**src/rtl/ahb_pkg.sv**
```systemverilog
// Shared AHB types and constants for the split-capable slave controller.
package ahb_pkg;

    localparam int unsigned NUM_MASTERS = 16;
    localparam int unsigned MIDX_W      = 4;

    typedef enum logic [1:0] {
        HTRANS_IDLE   = 2'b00,
        HTRANS_BUSY   = 2'b01,
        HTRANS_NONSEQ = 2'b10,
        HTRANS_SEQ    = 2'b11
    } htrans_t;

    typedef enum logic [1:0] {
        HRESP_OKAY  = 2'b00,
        HRESP_ERROR = 2'b01,
        HRESP_RETRY = 2'b10,
        HRESP_SPLIT = 2'b11
    } hresp_t;

    typedef enum logic [1:0] {
        ST_IDLE,
        ST_SPLIT1,
        ST_SPLIT2,
        ST_LWAIT
    } split_state_t;

    // Index of the set bit in a one-hot master vector (0 when empty).
    function automatic logic [MIDX_W-1:0] onehot_to_idx(input logic [NUM_MASTERS-1:0] oh);
        logic [MIDX_W-1:0] idx;
        idx = '0;
        for (int unsigned i = 0; i < NUM_MASTERS; i++) begin
            if (oh[i]) idx = i[MIDX_W-1:0];
        end
        return idx;
    endfunction

endpackage

```
**src/rtl/ahb_rr_pick16.sv**
```systemverilog
// Combinational round-robin picker: grants the first set request at or after ptr.
module ahb_rr_pick16
    import ahb_pkg::*;
(
    input  logic [15:0] req,
    input  logic [3:0]  ptr,
    output logic [15:0] gnt
);

    // Scan upward from ptr with 4-bit wrap; first hit wins.
    always_comb begin
        logic       found;
        logic [3:0] idx;
        gnt   = '0;
        found = 1'b0;
        idx   = '0;
        for (int unsigned i = 0; i < NUM_MASTERS; i++) begin
            idx = ptr + i[3:0];
            if (!found && req[idx]) begin
                gnt[idx] = 1'b1;
                found    = 1'b1;
            end
        end
    end

endmodule

```
**src/rtl/ahb_split_ctrl.sv**
```systemverilog
// AHB slave front-end for a shared resource: accepts, splits or wait-states
// transfers and releases split masters round-robin once the resource frees up.
module ahb_split_ctrl
    import ahb_pkg::*;
#(
    parameter bit SPLIT_EN = 1'b1
) (
    input  logic        HCLK,
    input  logic        HRESETn,
    input  logic        HSEL,
    input  logic [1:0]  HTRANS,
    input  logic        HREADY,
    input  logic [3:0]  HMASTER,
    input  logic        HMASTLOCK,
    input  logic        res_ready,
    output logic        HREADYOUT,
    output logic [1:0]  HRESP,
    output logic [15:0] HSPLITx,
    output logic        accept,
    output logic [15:0] split_pending
);

    split_state_t state_q, state_d;
    logic [3:0]   master_q, master_d;
    logic         hready_q, hready_d;
    hresp_t       hresp_q, hresp_d;
    logic         accept_q, accept_d;
    logic [15:0]  hsplit_q, hsplit_d;
    logic [15:0]  pend_q, pend_d;
    logic [3:0]   rr_q, rr_d;

    logic         valid;
    logic [15:0]  set_pend;
    logic [15:0]  grant;

    assign valid = HSEL && HREADY &&
                   ((HTRANS == HTRANS_NONSEQ) || (HTRANS == HTRANS_SEQ));

    ahb_rr_pick16 u_pick (
        .req (pend_q),
        .ptr (rr_q),
        .gnt (grant)
    );

    // Transfer FSM: next state plus the registered response for the next cycle.
    always_comb begin
        state_d  = state_q;
        master_d = master_q;
        hready_d = 1'b1;
        hresp_d  = HRESP_OKAY;
        accept_d = 1'b0;
        set_pend = '0;
        case (state_q)
            ST_IDLE: begin
                if (valid) begin
                    if (res_ready) begin
                        accept_d = 1'b1;
                    end else if (!HMASTLOCK && SPLIT_EN) begin
                        master_d = HMASTER;
                        state_d  = ST_SPLIT1;
                        hready_d = 1'b0;
                        hresp_d  = HRESP_SPLIT;
                    end else begin
                        state_d  = ST_LWAIT;
                        hready_d = 1'b0;
                    end
                end
            end
            ST_SPLIT1: begin
                state_d            = ST_SPLIT2;
                hresp_d            = HRESP_SPLIT;
                set_pend[master_q] = 1'b1;
            end
            ST_SPLIT2: begin
                state_d = ST_IDLE;
            end
            ST_LWAIT: begin
                if (res_ready) begin
                    accept_d = 1'b1;
                    state_d  = ST_IDLE;
                end else begin
                    hready_d = 1'b0;
                end
            end
            default: state_d = ST_IDLE;
        endcase
    end

    // Release one split master per cycle; clear first, then set, so a same-edge set wins.
    always_comb begin
        hsplit_d = '0;
        rr_d     = rr_q;
        if (res_ready && (pend_q != '0)) begin
            hsplit_d = grant;
            rr_d     = onehot_to_idx(grant) + 4'd1;
        end
        pend_d = (pend_q & ~hsplit_d) | set_pend;
    end

    // State and output registers.
    always_ff @(posedge HCLK or negedge HRESETn) begin
        if (!HRESETn) begin
            state_q  <= ST_IDLE;
            master_q <= '0;
            hready_q <= 1'b1;
            hresp_q  <= HRESP_OKAY;
            accept_q <= 1'b0;
            hsplit_q <= '0;
            pend_q   <= '0;
            rr_q     <= '0;
        end else begin
            state_q  <= state_d;
            master_q <= master_d;
            hready_q <= hready_d;
            hresp_q  <= hresp_d;
            accept_q <= accept_d;
            hsplit_q <= hsplit_d;
            pend_q   <= pend_d;
            rr_q     <= rr_d;
        end
    end

    assign HREADYOUT     = hready_q;
    assign HRESP         = hresp_q;
    assign HSPLITx       = hsplit_q;
    assign accept        = accept_q;
    assign split_pending = pend_q;

endmodule

```
**config.mk**
```make
export PLATFORM = sky130hd
export DESIGN_NAME = ahb_split_ctrl
export DESIGN_NICKNAME = d
export VERILOG_FILES = /design/src/rtl/ahb_pkg.sv /design/src/rtl/ahb_rr_pick16.sv /design/src/rtl/ahb_split_ctrl.sv
export SDC_FILE = /design/constraint.sdc
export NUM_CORES = 1
export LEC_CHECK = 0
export CAP_MARGIN = 25
export CORE_AREA = 2 2 143 145
export CTS_CLUSTER_DIAMETER = 150
export DETAILED_ROUTE_END_ITERATION = 12
export DIE_AREA = 0 0 145 147
export PLACE_DENSITY_LB_ADDON = 0.25
export SLEW_MARGIN = 40
export SYNTH_ARGS = -nofsm -noshare
export SYNTH_HDL_FRONTEND = slang
export SYNTH_SLANG_ARGS = --single-unit
```
**constraint.sdc**
```tcl
create_clock -name HCLK -period 5.4 [get_ports HCLK]
set_input_delay 0.81 -clock HCLK [delete_from_list [all_inputs] [get_ports HCLK]]
set_output_delay 0.81 -clock HCLK [all_outputs]
set_load 0.1 [all_outputs]
```
-- Word level (Yosys, flattened, before mapping)
Cells that the tools add are included.
- register bits after elaboration: 46
- bits in latches: 0
- bits in writable memories: 0
- memory bits (read-only): 0
- input bits: 12
- output and inout bits: 36
- word-level logic and storage cells: 270
- memories: 0
- $add $sub $neg: 16
- $mul: 0
- divide/modulo/power cells: 0
- order comparisons: 34
- equality and inequality tests: 8
- shift-type cells: 0
- multiplexer cells: 129
- bitwise operators: 20
- reduce and logical (&&, ||, !) cells: 55
- operators with widths (cell ; number):
    16-bit 2-to-1 mux ; 18
    16-bit bitwise OR ; 16
    4-bit by 5-bit < comparator with 1-bit output, second input constant ; 17
    1-bit demux with 4-bit select ; 17
    4-bit by 1-bit greater-or-equal comparator with 1-bit output, second input constant ; 17
    1-bit binary-select mux with 4-bit select ; 16
    4-bit 2-to-1 mux ; 15
    1-bit 2-to-1 mux ; 52
    1-bit logical AND ; 35
    4-bit adder, second input constant ; 8
    4-bit by 3-bit adder with 4-bit output, second input constant ; 4
    16-bit bitwise AND ; 1
    16-bit inverter ; 1
    16-bit nonzero test ; 1
    1-bit logical NOT ; 15
    2-bit 2-to-1 mux ; 7
    4-bit by 1-bit adder with 4-bit output, second input constant ; 2
    4-bit by 2-bit adder with 4-bit output, second input constant ; 2
    2-bit == test, second input constant ; 4
    2-bit one-hot mux with 4 select lines ; 1
    2-bit inequality test, second input constant ; 3
    1-bit one-hot mux with 2 select lines ; 2
    2-bit one-hot mux with 2 select lines ; 1
    4-bit AND reduction ; 1
    5 further kinds ; 6

-- Depth between registers and ports, before layout
- word-level depth: 65
- mapped depth: 23
- gate-level depth less buffers: 16

-- Modules after synthesis
A second synthesis with hierarchy kept.
- cell total of the unflattened synthesis: 699
- area, all modules: 5728.0 µm²
- by module, submodules not included (module ; times used ; cells an instance ; area an instance (µm²) ; seq. area each (µm²)):
    ahb_rr_pick16 ; 1 ; 520 ; 3729.8 ; 0.0
    ahb_split_ctrl ; 1 ; 179 ; 1998.2 ; 1127.3

-- Worst setup path after synthesis
No wires, ideal clock.
- kind: register to register
- start: register rr_q[0]
- end: register rr_q[3]
- setup time: 134 ps
- data arrival time: 4872 ps
- path slack: 393 ps
- cell stages (with the launch flop): 23
- path buffers: 6
- cells stage by stage: dfrtp_1 -> buf_6 -> buf_6 -> buf_4 -> clkinv_1 -> ha_1 -> buf_2 -> buf_4 -> mux2i_1 -> mux4_2 -> mux2i_4 -> nor3_4 -> buf_2 -> nand3_1 -> o32ai_2 -> a211oi_1 -> nand2_1 -> a311oi_1 -> a21bo_1 -> o21ai_2 -> and3b_1 -> a211oi_2 -> a21oi_1
- cells in the longest elaborated chain, start to end: 65
- RTL lines (item ; RTL line ; text):
    from (decl) ; ahb_split_ctrl.sv:30 ; logic [3:0] rr_q, rr_d;
    from (signal assigned) ; ahb_split_ctrl.sv:119 ; rr_q <= rr_d;
    parallel branches: the longest is 47 deep, another holds 4-bit by 5-bit < comparator with 1-bit output ; - ;
    16-bit 2-to-1 mux * ; ahb_rr_pick16.sv:19 ; if (!found && req[idx]) begin
    1-bit 2-to-1 mux ; ahb_pkg.sv:33 ; if (oh[i]) idx = i[MIDX_W-1:0];
    4-bit 2-to-1 mux (13 in series) ; ahb_pkg.sv:33 ;
    4-bit 2-to-1 mux * ; ahb_pkg.sv:33 ;
    4-bit 2-to-1 mux * ; ahb_split_ctrl.sv:93 ; if (res_ready && (pend_q != '0)) begin
    4-bit by 1-bit adder with 4-bit output * ; ahb_split_ctrl.sv:95 ; rr_d = onehot_to_idx(grant) + 4'd1;
Every way passes the cells marked *. The select of a mux whose other input is x is not followed.
A chain may end at the register's enable or synchronous reset.

-- Final worst setup path
- start: register rr_q[1]
- end: register rr_q[3]
Same word-level chain as after synthesis.

==> flow_results.xml <==
<?xml version="1.0" encoding="UTF-8"?>
<metrics>
  <group name="status">
    <metric name="outcome" unit="">finished, final reports clean</metric>
  </group>
  <group name="critical_path">
    <metric name="path_buf_inv" unit="">4</metric>
    <metric name="ordered_cell_list_for_the_critical_path" unit="">inv_1 &gt; ha_1 &gt; buf_12 &gt; mux4_2 &gt; mux4_2 &gt; nor3_4 &gt; nand4_4 &gt; buf_4 &gt; nor3_2 &gt; a21oi_1 &gt; o221ai_1 &gt; a311o_1 &gt; inv_1 &gt; and2_0 &gt; and3b_1 &gt; a211oi_2 &gt; a21oi_1</metric>
    <metric name="worst_setup_ep_type" unit="">flop</metric>
    <metric name="critical_path_at" unit="ns">5.38</metric>
    <metric name="critPathTopFamily" unit="">simple AND/OR/NAND/NOR gates</metric>
    <metric name="crit_slowest_cell" unit="">nor3_4</metric>
    <metric name="startpoint_type" unit="">flop</metric>
    <metric name="crit_path_max_fanout" unit="">18</metric>
    <metric name="max_stage_delay" unit="ns">0.62</metric>
    <metric name="setup.worst_path.class" unit="">reg2reg</metric>
    <metric name="worst-endpoint-required" unit="ns">5.55</metric>
  </group>
  <group name="hold_path">
    <metric name="hold_class" unit="">in2async</metric>
  </group>
  <group name="logic_synthesis">
    <metric name="yosys_warnings" unit="">0</metric>
    <metric name="synth.lib_cells_used.distinct" unit="">86</metric>
    <metric name="avgSynthCellArea" unit="sq um">8.05</metric>
    <metric name="fraction_of_the_yosys_area_taken_by_sequential_cells" unit="">0.192</metric>
    <metric name="number_of_enable_flip_flop_cells_after_synthesis" unit="">0</metric>
    <metric name="postSynth.asyncResetShare" unit="">1.00</metric>
    <metric name="synth-main-ff-cell" unit="">dfrtp_1</metric>
    <metric name="synthesis.area" unit="sq um">5860</metric>
    <metric name="postSynthRegisterBits" unit="">45</metric>
    <metric name="synth_cells" unit="">728</metric>
    <metric name="synth_fp_nets" unit="">758</metric>
  </group>
  <group name="floorplan">
    <metric name="core_area" unit="sq um">19800</metric>
    <metric name="die_w" unit="um">145</metric>
    <metric name="num_io_pins" unit="">48</metric>
    <metric name="die_area" unit="sq um">21300</metric>
    <metric name="start_util" unit="">0.295</metric>
    <metric name="fp-row-count" unit="">52</metric>
    <metric name="fp.dieH" unit="um">147</metric>
  </group>
  <group name="timing">
    <metric name="timing_hold_violations_final" unit="">0</metric>
    <metric name="timing.final.crit_period" unit="ns">5.23</metric>
    <metric name="timing.max_slew.rel_slack" unit="">0.399</metric>
    <metric name="worst_pin_slew" unit="ns">0.896</metric>
    <metric name="maxClockFrequency" unit="GHz">0.191</metric>
    <metric name="clock_skew" unit="ns">0.00479</metric>
    <metric name="report.final.setup_viol" unit="">0</metric>
    <metric name="grt_setup_unrepaired" unit="">false</metric>
    <metric name="timing.final.max_slew_violations" unit="">0</metric>
    <metric name="final_min_period_over_clock_period" unit="">0.968</metric>
    <metric name="fin_hold_ws" unit="ns">0.520</metric>
  </group>
  <group name="placement">
    <metric name="detailed_place_hpwl" unit="mm">20.8</metric>
    <metric name="number_of_buffers_inserted_by_port_buffering" unit="">46</metric>
    <metric name="gpl.final_weighted_congestion" unit="">1.01</metric>
  </group>
  <group name="finish">
    <metric name="final_net_count" unit="">836</metric>
    <metric name="multiInputGateArea" unit="sq um">4400</metric>
    <metric name="post_route_cells_drive_above_1_share" unit="">0.237</metric>
    <metric name="final.fill_count" unit="">2109</metric>
    <metric name="antennaDiodeCount" unit="">0</metric>
    <metric name="areaGrowthSynthToFinish" unit="%">19.8</metric>
    <metric name="ff_latch_area" unit="sq um">1130</metric>
  </group>
  <group name="clock_network">
    <metric name="clock-sinks" unit="">45</metric>
    <metric name="clock_tree.htree_level_count" unit="">2</metric>
    <metric name="cts_hold_buf" unit="">0</metric>
    <metric name="clock_insertion_delay_worst_skew" unit="ns">0.28</metric>
    <metric name="cts_root_buf" unit="">clkbuf_16</metric>
    <metric name="tritoncts.num_buffers" unit="">5</metric>
    <metric name="clkSlewWorstSetupHoldPaths" unit="ns">0.06</metric>
    <metric name="tritoncts" unit="">done</metric>
    <metric name="cts_max_path_buffers" unit="">2</metric>
  </group>
  <group name="drt">
    <metric name="drt-pass1-iter-count" unit="">6</metric>
    <metric name="first_iter_violations" unit="">907</metric>
    <metric name="antenna_violating_nets_post_route" unit="">0</metric>
    <metric name="drc_errors" unit="">0</metric>
    <metric name="totalWireLength" unit="mm">26.7</metric>
    <metric name="avgRoutedWirePerCell" unit="um">24.8</metric>
    <metric name="num_vias" unit="">6786</metric>
    <metric name="route.detailed.vias_per_inst" unit="">6.30</metric>
  </group>
  <group name="job">
    <metric name="maxCapViolations" unit="">0</metric>
  </group>
  <group name="global_routing">
    <metric name="grt_max_degree" unit="">46</metric>
    <metric name="overflow_left_after_global_routing" unit="">0</metric>
    <metric name="grt_use_total" unit="">0.247</metric>
    <metric name="grt_antenna_before_repair" unit="">0</metric>
    <metric name="grt_first_pass_wirelength" unit="mm">40.8</metric>
    <metric name="first_global_vias" unit="">6535</metric>
  </group>
</metrics>
[Yosys cell counts, types with 17 or more instances]
master	n	share of area
mux2i_1	26	0.044
nor3_1	34	0.029
nor2_1	51	0.033
o22ai_1	17	0.018
mux4_2	21	0.081
clkbuf_1	26	0.017
o21ai_0	32	0.027
a31oi_1	18	0.019
inv_1	31	0.020
nand2_1	71	0.045
dfrtp_1	44	0.19
ha_1	18	0.038
a21oi_1	24	0.021
nand3_1	54	0.046
nand4_1	26	0.028
[sequential cells by signal, indices dropped and copies added, names as in the netlist]
signal         count
HREADYOUT          1
HRESP              1
HSPLITx           16
accept             1
master_q           4
rr_q               4
split_pending     16
state_q            2
[cells in the final DEF (no fill, tap or decap), types with 4 or more instances in the layout]
cell	n
nand2_1	70
clkdlybuf4s50_1	9
nand3b_1	4
o21ai_0	32
dfrtp_1	44
nand2b_1	8
o211ai_1	11
and3_1	8
mux2i_1	26
buf_2	36
mux4_2	21
inv_1	31
a41oi_1	5
o32ai_1	12
ha_1	17
xnor2_1	8
a21oi_1	24
a32oi_1	8
nor2_1	51
nor3_1	33
nor4_1	13
nand4_1	26
o2111ai_1	5
o22ai_1	17
a31oi_1	18
a22oi_1	4
a21o_1	5
o21ai_1	4
a211oi_1	9
nand3_1	54
nor2b_1	5
clkbuf_16	5
buf_4	74
a22o_1	5
o31ai_1	5
mux2_2	13
o221ai_1	4
[what timing repair did]
action,4_1_cts,5_1_grt
setup endpoints to repair,0,4
gates resized for setup,0,2
buffers inserted,0,3
endpoints found under the hold margin,0,0
[cells by family after synthesis]
group / after synthesis / synth area share
xor gates and xnor gates: 13 / 0.0207
AOI/OAI and AO/OA: 204 / 0.255
muxes: 61 / 0.154
DFF: 45 / 0.192
buffers and inverters: 84 / 0.0632
and+or+nand+nor: 303 / 0.276
adders and majority gates: 18 / 0.0384
[through the flow]
step	setup WS (ns)	TNS (ns)	area (sq um)	instances	utilization
floorplan	0.393	0	5860	728	-
finish	0.174	0	7020	1077	0.354
global route	0.0101	0	7020	1077	0.354
global placement	-0.0493	-0.0571	6960	1066	0.351
CTS	0.0881	0	6980	1074	0.352
detailed placement	0.126	0	6810	1066	0.343
[path summary, 6_finish.rpt]
kind                                         startpoint                         end  slack, ns  cells past startpoint
worst max-delay path                rr_q[1]$_DFFE_PN0P_         rr_q[3]$_DFFE_PN0P_       0.17                     17
worst min-delay path                            HRESETn      state_q[1]$_DFFE_PN0P_       0.52                      1
worst max register to register      rr_q[1]$_DFFE_PN0P_         rr_q[3]$_DFFE_PN0P_       0.17                     17
worst min register to register  master_q[0]$_DFFE_PN0P_     master_q[0]$_DFFE_PN0P_       0.57                      1
max in group asynchronous                       HRESETn  split_pending[1]$_DFF_PN0_       4.49                      1
min in group HCLK               master_q[0]$_DFFE_PN0P_     master_q[0]$_DFFE_PN0P_       0.57                      1
[worst register-to-register path: stages, from the launching register on]
cell	delay, ns
dfrtp_1	0.50
inv_1	0.19
ha_1	0.37
buf_12	0.17
mux4_2	0.45
mux4_2	0.58
nor3_4	0.62
nand4_4	0.15
buf_4	0.21
nor3_2	0.35
a21oi_1	0.25
o221ai_1	0.23
a311o_1	0.24
inv_1	0.13
and2_0	0.17
and3b_1	0.20
a211oi_2	0.19
a21oi_1	0.10
[routing by layer]
layer  part of all wire  GRT usage  up-vias
li1                   -          -     2996
met1               0.42      0.340     3258
met2               0.44      0.385      447
met3              0.091     0.0416       85
met4              0.051      0.102        0
met5                  0          0        -
[layout make-up]
type | instances | share of cell area
multi-input cells | 599 | 0.627
inverters | 35 | 0.0187
flip-flops and latches | 45 | 0.161
repair buffers | 120 | 0.121
clock inverters | 1 | 0.00428
well taps | 270 | 0.0481
clock buffers | 7 | 0.0203
Power is not shown: default switching activity piles up to over one toggle a cycle in this logic, so the estimate is an artifact.
